**src/rtl/i2c_types_pkg.sv**
```systemverilog
// Shared types and constants for the I2C target responder.
package i2c_types_pkg;

  localparam int I2C_ADDR_W = 7;
  localparam int I2C_DATA_W = 8;

  // SDA level a receiver drives in the ninth clock slot
  localparam logic I2C_ACK  = 1'b0;
  localparam logic I2C_NACK = 1'b1;

  typedef enum logic [3:0] {
    IDLE,
    ADDR,
    ADDR_ACK,
    WR_BYTE,
    WR_ACK,
    RD_FETCH,
    RD_BYTE,
    RD_ACK,
    WAIT_STOP
  } i2c_target_state_t;

endpackage

```
**src/rtl/i2c_line_filter.sv**
```systemverilog
// Two-flop synchronizer followed by a glitch filter for one I2C line.
// A level change is accepted only after FILTER_LEN consecutive differing
// samples; rise_o/fall_o pulse in the cycle the filtered level changes.
module i2c_line_filter #(
  parameter int FILTER_LEN = 3
) (
  input  logic clk_i,
  input  logic rst_i,
  input  logic line_i,
  output logic level_o,
  output logic rise_o,
  output logic fall_o
);

  localparam int CNT_W = $clog2(FILTER_LEN + 1);

  logic             sync1_q, sync2_q;
  logic             level_q, level_d;
  logic             rise_q, rise_d;
  logic             fall_q, fall_d;
  logic [CNT_W-1:0] cnt_q, cnt_d;

  // Bring the asynchronous bus level into the clock domain (idle bus is high)
  always_ff @(posedge clk_i or negedge rst_i) begin
    if (!rst_i) begin
      sync1_q <= 1'b1;
      sync2_q <= 1'b1;
    end else begin
      sync1_q <= line_i;
      sync2_q <= sync1_q;
    end
  end

  // Count consecutive samples disagreeing with the filtered level
  always_comb begin
    level_d = level_q;
    cnt_d   = '0;
    rise_d  = 1'b0;
    fall_d  = 1'b0;
    if (sync2_q != level_q) begin
      if (cnt_q == CNT_W'(FILTER_LEN - 1)) begin
        level_d = sync2_q;
        rise_d  = sync2_q;
        fall_d  = ~sync2_q;
      end else begin
        cnt_d = cnt_q + 1'b1;
      end
    end
  end

  // Filter state register
  always_ff @(posedge clk_i or negedge rst_i) begin
    if (!rst_i) begin
      level_q <= 1'b1;
      cnt_q   <= '0;
      rise_q  <= 1'b0;
      fall_q  <= 1'b0;
    end else begin
      level_q <= level_d;
      cnt_q   <= cnt_d;
      rise_q  <= rise_d;
      fall_q  <= fall_d;
    end
  end

  assign level_o = level_q;
  assign rise_o  = rise_q;
  assign fall_o  = fall_q;

endmodule

```
**src/rtl/i2c_target_responder.sv**
```systemverilog
// I2C target: decodes START/STOP/address/data on filtered bus levels,
// streams write bytes out and read bytes in, optionally stretching SCL
// while read data is not yet available.
module i2c_target_responder
  import i2c_types_pkg::*;
#(
  parameter logic [I2C_ADDR_W-1:0] TARGET_ADDR = 7'h22,
  parameter int                    FILTER_LEN  = 3,
  parameter bit                    STRETCH_EN  = 1'b1
) (
  input  logic                  clk_i,
  input  logic                  rst_i,
  input  logic                  scl_i,
  input  logic                  sda_i,
  output logic                  scl_o,
  output logic                  sda_o,
  output logic [I2C_DATA_W-1:0] wr_data_o,
  output logic                  wr_valid_o,
  input  logic                  wr_ready_i,
  output logic                  rd_req_o,
  input  logic [I2C_DATA_W-1:0] rd_data_i,
  input  logic                  rd_valid_i,
  output logic                  start_o,
  output logic                  stop_o,
  output logic                  busy_o
);

  logic scl_lvl, scl_rise, scl_fall;
  logic sda_lvl, sda_rise, sda_fall;

  i2c_line_filter #(.FILTER_LEN(FILTER_LEN)) u_scl_filter (
    .clk_i   (clk_i),
    .rst_i   (rst_i),
    .line_i  (scl_i),
    .level_o (scl_lvl),
    .rise_o  (scl_rise),
    .fall_o  (scl_fall)
  );

  i2c_line_filter #(.FILTER_LEN(FILTER_LEN)) u_sda_filter (
    .clk_i   (clk_i),
    .rst_i   (rst_i),
    .line_i  (sda_i),
    .level_o (sda_lvl),
    .rise_o  (sda_rise),
    .fall_o  (sda_fall)
  );

  // SDA edges while SCL is high are bus conditions, never data
  logic start_det, stop_det;
  assign start_det = sda_fall & scl_lvl;
  assign stop_det  = sda_rise & scl_lvl;

  i2c_target_state_t     state_q, state_d;
  logic [3:0]            cnt_q, cnt_d;
  logic [I2C_DATA_W-1:0] shift_q, shift_d;
  logic [I2C_DATA_W-1:0] wr_data_q, wr_data_d;
  logic [I2C_DATA_W-1:0] rx_byte;
  logic                  accept_q, accept_d;
  logic                  scl_q, scl_d;
  logic                  sda_q, sda_d;
  logic                  wr_valid_q, wr_valid_d;
  logic                  rd_req_q, rd_req_d;
  logic                  start_q, start_d;
  logic                  stop_q, stop_d;
  logic                  busy_q, busy_d;

  // Byte as it stands once the bit on the current SCL rise is shifted in
  assign rx_byte = {shift_q[I2C_DATA_W-2:0], sda_lvl};

  // Next-state and output decode; bus conditions override every state
  always_comb begin
    state_d    = state_q;
    cnt_d      = cnt_q;
    shift_d    = shift_q;
    wr_data_d  = wr_data_q;
    accept_d   = accept_q;
    scl_d      = scl_q;
    sda_d      = sda_q;
    wr_valid_d = 1'b0;
    rd_req_d   = 1'b0;
    start_d    = 1'b0;
    stop_d     = 1'b0;
    busy_d     = busy_q;

    if (start_det) begin
      state_d = ADDR;
      cnt_d   = 4'd0;
      shift_d = '0;
      scl_d   = 1'b1;
      sda_d   = 1'b1;
      start_d = 1'b1;
      busy_d  = 1'b1;
    end else if (stop_det) begin
      state_d = IDLE;
      cnt_d   = 4'd0;
      scl_d   = 1'b1;
      sda_d   = 1'b1;
      stop_d  = 1'b1;
      busy_d  = 1'b0;
    end else begin
      case (state_q)
        IDLE: begin
          scl_d = 1'b1;
          sda_d = 1'b1;
        end

        ADDR: begin
          if (scl_rise && cnt_q < 4'd8) begin
            shift_d = rx_byte;
            cnt_d   = cnt_q + 4'd1;
            // Not addressed: keep SDA released and sit out the transfer
            if (cnt_q == 4'd7 && rx_byte[7:1] != TARGET_ADDR) begin
              state_d = WAIT_STOP;
            end
          end else if (scl_fall && cnt_q == 4'd8) begin
            sda_d   = I2C_ACK;
            state_d = ADDR_ACK;
          end
        end

        ADDR_ACK: begin
          if (scl_fall) begin
            sda_d = 1'b1;
            cnt_d = 4'd0;
            if (shift_q[0]) begin
              state_d  = RD_FETCH;
              rd_req_d = 1'b1;
              scl_d    = ~STRETCH_EN;
            end else begin
              state_d = WR_BYTE;
            end
          end
        end

        WR_BYTE: begin
          if (scl_rise && cnt_q < 4'd8) begin
            shift_d = rx_byte;
            cnt_d   = cnt_q + 4'd1;
            if (cnt_q == 4'd7) begin
              wr_data_d  = rx_byte;
              accept_d   = wr_ready_i;
              wr_valid_d = wr_ready_i;
            end
          end else if (scl_fall && cnt_q == 4'd8) begin
            if (accept_q) begin
              sda_d   = I2C_ACK;
              state_d = WR_ACK;
            end else begin
              sda_d   = I2C_NACK;
              state_d = WAIT_STOP;
            end
          end
        end

        WR_ACK: begin
          if (scl_fall) begin
            sda_d   = 1'b1;
            cnt_d   = 4'd0;
            state_d = WR_BYTE;
          end
        end

        RD_FETCH: begin
          // The request pulse cycle itself is skipped; data is taken after it
          if (!rd_req_q) begin
            if (rd_valid_i || !STRETCH_EN) begin
              // Keep the byte pre-shifted so bit 7 is always the next bit out
              shift_d = rd_valid_i ? {rd_data_i[I2C_DATA_W-2:0], 1'b0}
                                   : {{(I2C_DATA_W-1){1'b1}}, 1'b0};
              sda_d   = rd_valid_i ? rd_data_i[I2C_DATA_W-1] : 1'b1;
              scl_d   = 1'b1;
              cnt_d   = 4'd0;
              state_d = RD_BYTE;
            end
          end
        end

        RD_BYTE: begin
          if (scl_rise && cnt_q < 4'd8) begin
            cnt_d = cnt_q + 4'd1;
          end else if (scl_fall) begin
            if (cnt_q == 4'd8) begin
              sda_d   = 1'b1;
              cnt_d   = 4'd0;
              state_d = RD_ACK;
            end else begin
              sda_d   = shift_q[I2C_DATA_W-1];
              shift_d = {shift_q[I2C_DATA_W-2:0], 1'b0};
            end
          end
        end

        RD_ACK: begin
          if (scl_rise && sda_lvl == I2C_NACK) begin
            state_d = WAIT_STOP;
          end else if (scl_fall) begin
            state_d  = RD_FETCH;
            rd_req_d = 1'b1;
            scl_d    = ~STRETCH_EN;
            cnt_d    = 4'd0;
          end
        end

        WAIT_STOP: begin
          scl_d = 1'b1;
          sda_d = 1'b1;
        end

        default: begin
          state_d = IDLE;
          scl_d   = 1'b1;
          sda_d   = 1'b1;
        end
      endcase
    end
  end

  // State and registered outputs; reset releases both bus lines at once
  always_ff @(posedge clk_i or negedge rst_i) begin
    if (!rst_i) begin
      state_q    <= IDLE;
      cnt_q      <= 4'd0;
      shift_q    <= '0;
      wr_data_q  <= '0;
      accept_q   <= 1'b0;
      scl_q      <= 1'b1;
      sda_q      <= 1'b1;
      wr_valid_q <= 1'b0;
      rd_req_q   <= 1'b0;
      start_q    <= 1'b0;
      stop_q     <= 1'b0;
      busy_q     <= 1'b0;
    end else begin
      state_q    <= state_d;
      cnt_q      <= cnt_d;
      shift_q    <= shift_d;
      wr_data_q  <= wr_data_d;
      accept_q   <= accept_d;
      scl_q      <= scl_d;
      sda_q      <= sda_d;
      wr_valid_q <= wr_valid_d;
      rd_req_q   <= rd_req_d;
      start_q    <= start_d;
      stop_q     <= stop_d;
      busy_q     <= busy_d;
    end
  end

  assign scl_o      = scl_q;
  assign sda_o      = sda_q;
  assign wr_data_o  = wr_data_q;
  assign wr_valid_o = wr_valid_q;
  assign rd_req_o   = rd_req_q;
  assign start_o    = start_q;
  assign stop_o     = stop_q;
  assign busy_o     = busy_q;

endmodule

```
**config.mk**
```make
export PLATFORM = sky130hd
export DESIGN_NAME = i2c_target_responder
export DESIGN_NICKNAME = d
export VERILOG_FILES = /design/src/rtl/i2c_types_pkg.sv /design/src/rtl/i2c_line_filter.sv /design/src/rtl/i2c_target_responder.sv
export SDC_FILE = /design/constraint.sdc
export NUM_CORES = 1
export LEC_CHECK = 0
export CAP_MARGIN = 20
export CORE_MARGIN = 1
export CORE_UTILIZATION = 45
export CTS_BUF_LIST = sky130_fd_sc_hd__clkbuf_2
export DETAILED_ROUTE_END_ITERATION = 8
export HOLD_SLACK_MARGIN = 0.08
export PLACE_DENSITY_LB_ADDON = 0.12
export SYNTH_ARGS = -nofsm -noshare
export SYNTH_HDL_FRONTEND = slang
export SYNTH_SLANG_ARGS = --single-unit
```
**constraint.sdc**
```tcl
create_clock -name clk_i -period 3.35 [get_ports clk_i]
set_input_delay 0.335 -clock clk_i [delete_from_list [all_inputs] [get_ports clk_i]]
set_output_delay 0.335 -clock clk_i [all_outputs]
set_load 0.01 [all_outputs]
```
== Yosys cells after proc, flatten, opt, wreduce, memory -nomap -nowiden ==
Cells that the tools add are included.
Word-level totals
  flip-flop bits (word level): 46
  input port bits: 14
  output and inout port bits: 15
  logic and storage cells: 191
Cells by class
  bitwise gates (word level): 6
  equality and inequality tests: 46
  reductions and logical operators: 20
  muxes and demuxes: 91
  order comparisons: 1
  add/subtract/negate cells: 3
Operators by type and width (number)
  two-way mux 4 bit: 27
  two-way mux 8 bit: 8
  two-way mux 1 bit: 45
  != test 4 bit, second input constant: 10
  case mux 4 bit (8 select lines): 1
  case mux 8 bit (3 select lines): 1
  equality test 4 x 3 -> 1 bit, second input constant: 5
  case mux 4 bit (5 select lines): 1
  != test 4 x 3 -> 1 bit, second input constant: 4
  != test 3 bit, second input constant: 5
  != test 5 bit, second input constant: 3
  AND reduction 7 bit: 2
  AND reduction 13 bit: 1
  != test 5 x 4 -> 1 bit, second input constant: 2
  AND reduction 10 bit: 1
  != test 3 x 1 -> 1 bit, second input constant: 3
  equality test 4 x 2 -> 1 bit, second input constant: 2
  equality test 4 bit, second input constant: 2
  two-way mux 2 bit: 4
  != test 4 x 1 -> 1 bit, second input constant: 2
  AND reduction 8 bit: 1
  != test 7 x 6 -> 1 bit, second input constant: 1
  nonzero test 7 bit: 1
  case mux 1 bit (6 select lines): 1
  other kinds (21): 34

== Logic depth before layout (Yosys ltp) ==
Gate-level depths: netlist (run 1).
  depth in word-level cells: 7
  gate-level depth with buffers: 8
  depth with buffers taken out: 7

== Cells and area by module ==
From an unflattened synthesis (run 1), not the netlist that was laid out.
Unflattened totals
  cell total of the unflattened synthesis: 225
  area, all modules: 2472.4 µm²
By module, submodules not included
  i2c_target_responder: instances 1, sequential area each 803.3 µm², cells an instance 197, area an instance 1984.4 µm²
  i2c_line_filter: instances 2, sequential area each 178.9 µm², cells an instance 14, area an instance 244.0 µm²

== Least setup slack after synthesis (run 1) ==
Ideal clock, no wire load.
  path kind: register -> register
  from: reg cnt_q[0]
  to: reg shift_q[4]
  stages on the path, launching flop included: 9
  buffers on the path: 1
  slack: 1.447 ns
  data required time: 3.263 ns
  clock period less this slack: 1.903 ns
  library setup time: 0.087 ns
  arrival time: 1.817 ns
  cells stage by stage: dfrtp_1 -> inv_1 -> ha_1 -> nand3b_1 -> a41oi_1 -> a2111oi_4 -> buf_4 -> nor2_1 -> a211oi_2
Between the ends
  longest elaborated chain between the ends: 4
  elaborated cells between the ends (all ways): 7
  those cells by class: order compare (1); eq/ne (4); reduce/logical (2)
RTL lines
  from (decl): line i2c_target_responder.sv:55  | logic [3:0] cnt_q, cnt_d;
  from (signal assigned): line i2c_target_responder.sv:236  | cnt_q <= cnt_d;
  less-than comparator 4 bit: line i2c_target_responder.sv:109, i2c_target_responder.sv:137, i2c_target_responder.sv:180
  logical AND 1 bit: line i2c_target_responder.sv:109, i2c_target_responder.sv:137, i2c_target_responder.sv:180
  != test 3 bit (no line) / != test 3 x 1 -> 1 bit (equally long branches)
  AND reduction 8 bit (no line) *
  to (signal assigned): line i2c_target_responder.sv:237  | shift_q <= shift_d;
  to (decl): line i2c_target_responder.sv:56  | logic [I2C_DATA_W-1:0] shift_q, shift_d;
Every way passes the cells marked *; elsewhere a longest branch is shown, timed or not.
A chain may end at the register's enable or synchronous reset.

== Worst setup path after layout (run 1) ==
  from: reg state_q[2]
  to: reg state_q[0]
Between the ends
  longest elaborated chain between the ends: 5
  elaborated cells between the ends (all ways): 27
  those cells by class: eq/ne (21); mux (3); reduce/logical (3)
RTL lines
  from (decl): line i2c_target_responder.sv:54  | i2c_target_state_t state_q, state_d;
  from (signal assigned): line i2c_target_responder.sv:235  | state_q <= state_d;
  equality test 4 bit / logical NOT 4 bit (equally long branches): line i2c_target_responder.sv:102  | case (state_q)
  OR reduction 2 bit (no line)
  case mux 4 bit (8 select lines): line i2c_target_responder.sv:102
  two-way mux 4 bit: line i2c_target_responder.sv:94  | end else if (stop_det) begin
  two-way mux 4 bit: line i2c_target_responder.sv:86  | if (start_det) begin
Parallel ways exist; a longest one is shown, timed or not.

==> impl_results.md, run 1 <==
- Status: finished clean
- Post-Route WL: 5030 µm
- Worst Max-Slew Pin Slew: 974 ps
- Endpoints failing setup: 0
- Core Box Area: 5110 µm²
- CTS max path bufs: 2
- Syn nets: 241
- Worst slew margin: 34.3%
- I/O Pins: 29
- Worst Skew: 6.28 ps
- Mapped Cells: 225
- Post-synth ARST share: 100%
- Routed WL per cell: 15.5 µm
- Maximum clock rate: 408 MHz
- Critical path arrival: 2810 ps
- Yosys warns: 0
- 1st-iter DRT viols: 109
- Clock Tree Root: clkbuf_2
- Setup_tns: 0 ps
- Hold_buf cts: 1
- Initial antenna violation count: 0
- Commonest cells after routing, fill and taps aside: 38 x dfrtp_1, 27 x clkdlybuf4s50_1, 21 x nor2_1, 11 x inv_1, 11 x nand2_1
- Cts repair resizes: 0
- Leak: 1.15 nW
- DIE WIDTH: 74.9 µm
- Main flop type after synthesis: dfrtp_1
- Setup ws final: 900 ps
- Final net count: 269
- Post-Synthesis Cell Area: 2390 µm²
- Worst VDD drop: 0.345 mV
- Critical path type: flip-flop to flip-flop
- Clk_lat worst skew: 420 ps
- DR vias: 1831
- PD cells: 740 nW/µm²
- FF-to-FF End: state_q[0]$_DFFE_PN0P_
- Worst R2R Setup Slack: 900 ps
- DP HPWL: 3480 µm
- Inserted Clock Buffers: 5
- Grt ovf: 0
- Largest net degree at the start of global routing: 47
- CP Cell Sequence: nand2_1 -> nor2_1 -> a21oi_1 -> o311ai_0 -> mux2i_1
- Initial Util: 46.8%
- Core Util, Final: 55.7%
- All-Layer GR Usage: 20.5%
- Critical Path Fanout Max: 26
- Drt first pass iters: 4
- Critical path's slowest cell: dfrtp_1
- Die Ht: 74.9 µm
- PortBufs: 28
- DRC: 0
- H-Tree Depth: 2
- Fin. Hold Viols: 0
- Min Tclk post-route: 2450 ps
- CTS Sinks: 46
- Finished Layout Cells: 324
- # rows: 26
- FF+latch count, synth: 46
- Routability cong.: 0.834
- First-pass GRT wire length: 8470 µm
- Max incr delay on CP: 890 ps
- Max_cap viols: 0
- Worst r2r path cells: 5
- Final Max Slew Viols: 0
- RSZ-0062 raised after global routing: false
- Post-synth EDFFs: 0
- Worst slack at placement: 959 ps
- Critical path capture point: state_q[0]$_DFFE_PN0P_
- HP Class: input pin to asynchronous set/reset pin
- CTS tree: yes
- Ratio of cells with drive above 1 in the final layout: 14.2%
- Final period utilization: 73.1%
- Required @ worst endpoint: 3710 ps
- Via/cell ratio: 5.65
- ANT nets after route: 0
- Antenna diode count: 0
- Post-synthesis sequential area ratio: 48.6%
- Mean Syn Cell Area: 10.6 µm²
- Die area: 5600 µm²
- Area Overhead vs Synth: 19.0%
- Placed Instances: 314
- Crit start category: flip-flop
- Reg-to-reg startpoint: state_q[2]$_DFFE_PN0P_
- Kind of end point of the critical path: flip-flop
- Synth cell types: 54
- Commonest non-fill, non-tap cell in the layout: dfrtp_1
- Post-CTS Setup Bufs: 0
- CP startpoint: state_q[2]$_DFFE_PN0P_
- Clock transition at path regs: 230 ps
- Vias in the first global route: 1707
state kept, by name, summed over array words and instances (netlist names), 2 cells and up:
signal              count
cnt_q                   4
shift_q                 8
state_q                 4
u_scl_filter.cnt_q      2
u_sda_filter.cnt_q      2
wr_data_o               8
synthesized netlist by cell type, drive strengths merged, types with 3 or more instances:
master   n  area [µm²]
a211oi  11        97.6
a21oi    9        45.0
a22o     3        26.3
a31oi    3        18.8
and2     3        18.8
buf      7        38.8
clkbuf   4        15.0
dfrtp   38         951
dfstp    8         210
inv     11        41.3
mux2    10         113
mux2i    9        90.1
nand2   11        41.3
nand2b   7        43.8
nand3    5        25.0
nand3b   3        22.5
nor2    21        78.8
nor2b    6        37.5
nor3     3        15.0
o21ai    8        40.0
o22ai    3        18.8
cells by family (layout without fill, tap and decap cells):
group	count (synthesis)	after routing	synth area share, %
xor+xnor	2	2	0.734
compound gates	64	64	21.2
buf+inv	22	51	3.98
mux	19	19	8.49
flops	46	46	48.6
fa+ha+maj	3	3	1.47
simple gates	69	69	15.5
final cells by class:
| cell class | instances | area [µm²] |
|---|---|---|
| Clock buffer | 5 | 25.0 |
| Clock inverter | 3 | 68.8 |
| Fill cell | 485 | 2260 |
| Inverter | 11 | 41.3 |
| Tap cell | 70 | 87.6 |
| Multi-Input combinational cell | 157 | 1140 |
| Timing Repair Buffer | 32 | 320 |
| Sequential cell | 46 | 1160 |
worst max-delay path: cells and delay by family (launching register included):
family | cells | cell delay (ps)
compound gates | 2 | 910
flops | 1 | 890
simple gates | 2 | 330
mux | 1 | 260
where the power goes:
group	total [W]	internal [W]	switching [W]
Clock	0.000385	0.000202	0.000183
Sequential	0.000927	0.000703	0.000224
Combinational	0.000791	0.000399	0.000393
Total	0.00210	0.00130	0.000800
metal layers:
layer | GRT usage, % | wire [µm] | up-vias
met5 | 0 | 0 | -
met4 | 6.92 | 74 | 0
met3 | 3.88 | 191 | 6
met2 | 31.8 | 2320 | 40
met1 | 29.0 | 2440 | 893
li1 | - | - | 892
how the worst min path moves through the flow:
stage	start	cells after the start	end	slack [ps]
2_1_floorplan	rst_i	0	accept_q$_DFFE_PN0P_	40
3_3_place_gp	u_scl_filter.sync1_q$_DFF_PN1_	0	u_scl_filter.sync2_q$_DFF_PN1_	350
3_5_place_dp	u_scl_filter.sync1_q$_DFF_PN1_	0	u_scl_filter.sync2_q$_DFF_PN1_	350
4_1_cts	sda_i	1	u_sda_filter.sync1_q$_DFF_PN1_	260
5_1_grt	rst_i	2	cnt_q[1]$_DFFE_PN0P_	190
6_report	rst_i	2	cnt_q[1]$_DFFE_PN0P_	210
through the flow:
| stage | hold slack, ps | area, µm² | total power [W] |
|---|---|---|---|
| after floorplan | 39.4 | 2390 | 0.00152 |
| after global routing | 190 | 2840 | 0.00227 |
| after CTS | 258 | 2820 | 0.00211 |
| final | 214 | 2840 | 0.00210 |
| after global placement | 346 | 2720 | 0.00172 |
| after detailed placement | 348 | 2720 | 0.00172 |
Power figures use the tool's default switching activity.
==> inputs of run 2 (changes only) <==
==> constraint.sdc (replaced) <==
create_clock -name clk_i -period 2.1 [get_ports clk_i]
set_input_delay 0.21 -clock clk_i [delete_from_list [all_inputs] [get_ports clk_i]]
set_output_delay 0.21 -clock clk_i [all_outputs]
set_load 0.01 [all_outputs]
==> impl_results.md, run 2 (synthesis gave the netlist of run 1 again) <==
- Max incr delay on CP: 580 ps (-310 ps)
- Fin. Hold Viols: 0 (unchanged)
- Psw: 0.00140 W (+75%)
- Met3 Use GR: 4.69% (+0.80 points)
- Ratio of cells with drive above 1 in the final layout: 21.8% (+7.6 points)
- Register share of total power: 38.8% (-5.3 points)
- Placed cell area: 2910 µm² (+7.2%)
- Via/cell ratio: 5.60 (-0.91%)
- Final period utilization: 94.7% (+22 points)
- Required @ worst endpoint: 2450 ps (-1260 ps)
- Critical path arrival: 2340 ps (-470 ps)
- Routed WL per cell: 16.1 µm (+3.7%)
- Placed Instances: 335 (+6.7%)
- Inserted Clock Buffers: 5 (unchanged)
- Initial Util: 46.8% (unchanged)
- Largest delay share family, worst path: simple AND/OR/NAND/NOR gates
- Final Max Slew Viols: 0 (unchanged)
- Met2 Use GR: 34.1% (+2.3 points)
- CTS tree: yes
- Final net count: 290 (+7.8%)
- Grt ovf: 0 (unchanged)
- Routing usage on met1: 31.1% (+2.1 points)
- Combinational share of power: 46.7% (+9.1 points)
- Drt first pass iters: 4 (unchanged)
- Area Overhead vs Synth: 26.2%
- First-pass GRT wire length: 9160 µm (+8.2%)
- Power Internal: 0.00220 W (+69%)
- Clock Tree Root: clkbuf_2
- Finished Layout Cells: 345 (+6.5%)
- Routability cong.: 0.859 (+3.0%)
- Worst VDD drop: 0.531 mV (+54%)
- Status: finished clean
- DRC: 0 (unchanged)
- Min Tclk post-route: 1990 ps (-462 ps)
- Antenna diode count: 0 (unchanged)
- Post-Route WL: 5550 µm (+10%)
- PortBufs: 28 (unchanged)
- Share of total power in the clock network: 14.5% (-3.8 points)
- Largest net degree at the start of global routing: 42 (-11%)
- Initial antenna violation count: 0 (unchanged)
- DIE WIDTH: 74.9 µm (unchanged)
- CTS Sinks: 46 (unchanged)
- Buf+Inv Stages, Crit Path: 1 (+1)
- PD cells: 1190 nW/µm² (+61%)
- # rows: 26 (unchanged)
- I/O Pins: 29 (unchanged)
- HP Class: input pin to flip-flop
- Worst R2R Setup Slack: 110 ps (-790 ps)
- Commonest non-fill, non-tap cell in the layout: dfrtp_1
- Core Box Area: 5110 µm² (unchanged)
- Critical path type: flip-flop to flip-flop
- ANT nets after route: 0 (unchanged)
- Worst Skew: 14.6 ps (+8.28 ps)
- Critical Path Fanout Max: 13 (-50%)
- Maximum clock rate: 503 MHz (+23%)
- Switching share of power: 38.9% (+0.88 points)
- All-Layer GR Usage: 22.2% (+1.7 points)
- Die Ht: 74.9 µm (unchanged)
- Crit start category: flip-flop
- DR vias: 1932 (+5.5%)
- Critical path's slowest cell: or3_1
- Die area: 5600 µm² (unchanged)
- Kind of end point of the critical path: flip-flop
- CTS max path bufs: 2 (unchanged)
- Worst Max-Slew Pin Slew: 903 ps (-71.0 ps)
- DP HPWL: 4020 µm (+16%)
- RSZ-0062 raised after global routing: false
- Final instance area: 3020 µm² (+6.1%)
- Clk_lat worst skew: 440 ps (+20 ps)
- Leak: 1.25 nW (+8.5%)
- Vias in the first global route: 1880 (+10%)
- Core Util, Final: 59.0% (+3.4 points)
- Commonest cells after routing, fill and taps aside: 36 x dfrtp_1, 27 x clkdlybuf4s50_1, 21 x nor2_1, 21 x buf_4
- Worst slack at placement: -40.1 ps (-999 ps)
- CP Cell Sequence: buf_4 -> nand4bb_1 -> or3_1 -> mux2_2
- 1st-iter DRT viols: 107 (-1.8%)
- H-Tree Depth: 2 (unchanged)
- Clock transition at path regs: 250 ps (+20 ps)
- Gr busiest metal: met2
- Setup_tns: 0 ps (unchanged)
- Endpoints failing setup: 0 (unchanged)
- Max_cap viols: 0 (unchanged)
- Worst slew margin: 39.8% (+5.6 points)
- Setup ws final: 112 ps (-788 ps)
run 2: changes by cell type in the layout (fill, tap and decap cells not counted), moves of 2 or more:
cell	delta
buf_12	+2
dfrtp_1	-2
dfrtp_2	+2
buf_4	+19
run 2: layout make-up:
type,count,area [µm²]
clock buffer,5,25.0
clock inverter,3,48.8
fill,446,2090
inverter,11,41.3
multi-input combinational,157,1150
sequential,46,1160
tap,70,87.6
timing repair buffer,53,503
run 2: worst paths after layout:
| check | from | to | cells after the start |
|---|---|---|---|
| hold reg to reg | u_scl_filter.sync1_q$_DFF_PN1_ | u_scl_filter.sync2_q$_DFF_PN1_ | 0 |
| setup reg to reg | state_q[2]$_DFFE_PN0P_ | wr_data_o[3]$_DFFE_PN0P_ | 4 |
| min in group asynchronous | rst_i | cnt_q[3]$_DFFE_PN0P_ | 2 |
| hold / removal | sda_i | u_sda_filter.sync1_q$_DFF_PN1_ | 1 |
| setup / recovery | state_q[2]$_DFFE_PN0P_ | wr_data_o[3]$_DFFE_PN0P_ | 4 |
| max in group asynchronous | rst_i | shift_q[3]$_DFFE_PN0P_ | 3 |
run 2: power groups by stage:
stage,Sequential [W],Clock (W),Combinational [W]
floorplan,0.00130,0,0.00112
global placement,0.00142,0,0.00162
detailed placement,0.00141,0,0.00163
CTS,0.00139,0.000531,0.00165
global route,0.00143,0.000569,0.00186
finish,0.00140,0.000522,0.00168
run 2: layer usage:
layer / vias to the layer above / share of wire, %
met5: - / 0
met4: 0 / 1.9
met3: 10 / 4.2
met2: 51 / 47
met1: 938 / 47
li1: 933 / -
run 2: metrics by stage:
step / hold slack, ps / total power (W)
3_3_place_gp: 346 / 0.00303
2_1_floorplan: -85.6 / 0.00242
6_report: 132 / 0.00360
3_5_place_dp: 349 / 0.00304
4_1_cts: 124 / 0.00357
5_1_grt: 95.0 / 0.00386
run 2: what timing repair did:
item | 4_1_cts | 5_1_grt
resized for setup | 0 | 4
hold buffers | 1 | 0
setup buffers | 0 | 1
endpoints found under the hold margin | 31 | 0
setup endpoints to repair | 0 | 18
run 2: worst register-to-register path: cells and delay by family (launching register included):
family / cells / cell delay (ps)
and+or+nand+nor: 2 / 820
buffers and inverters: 1 / 190
DFF: 1 / 560
muxes: 1 / 350
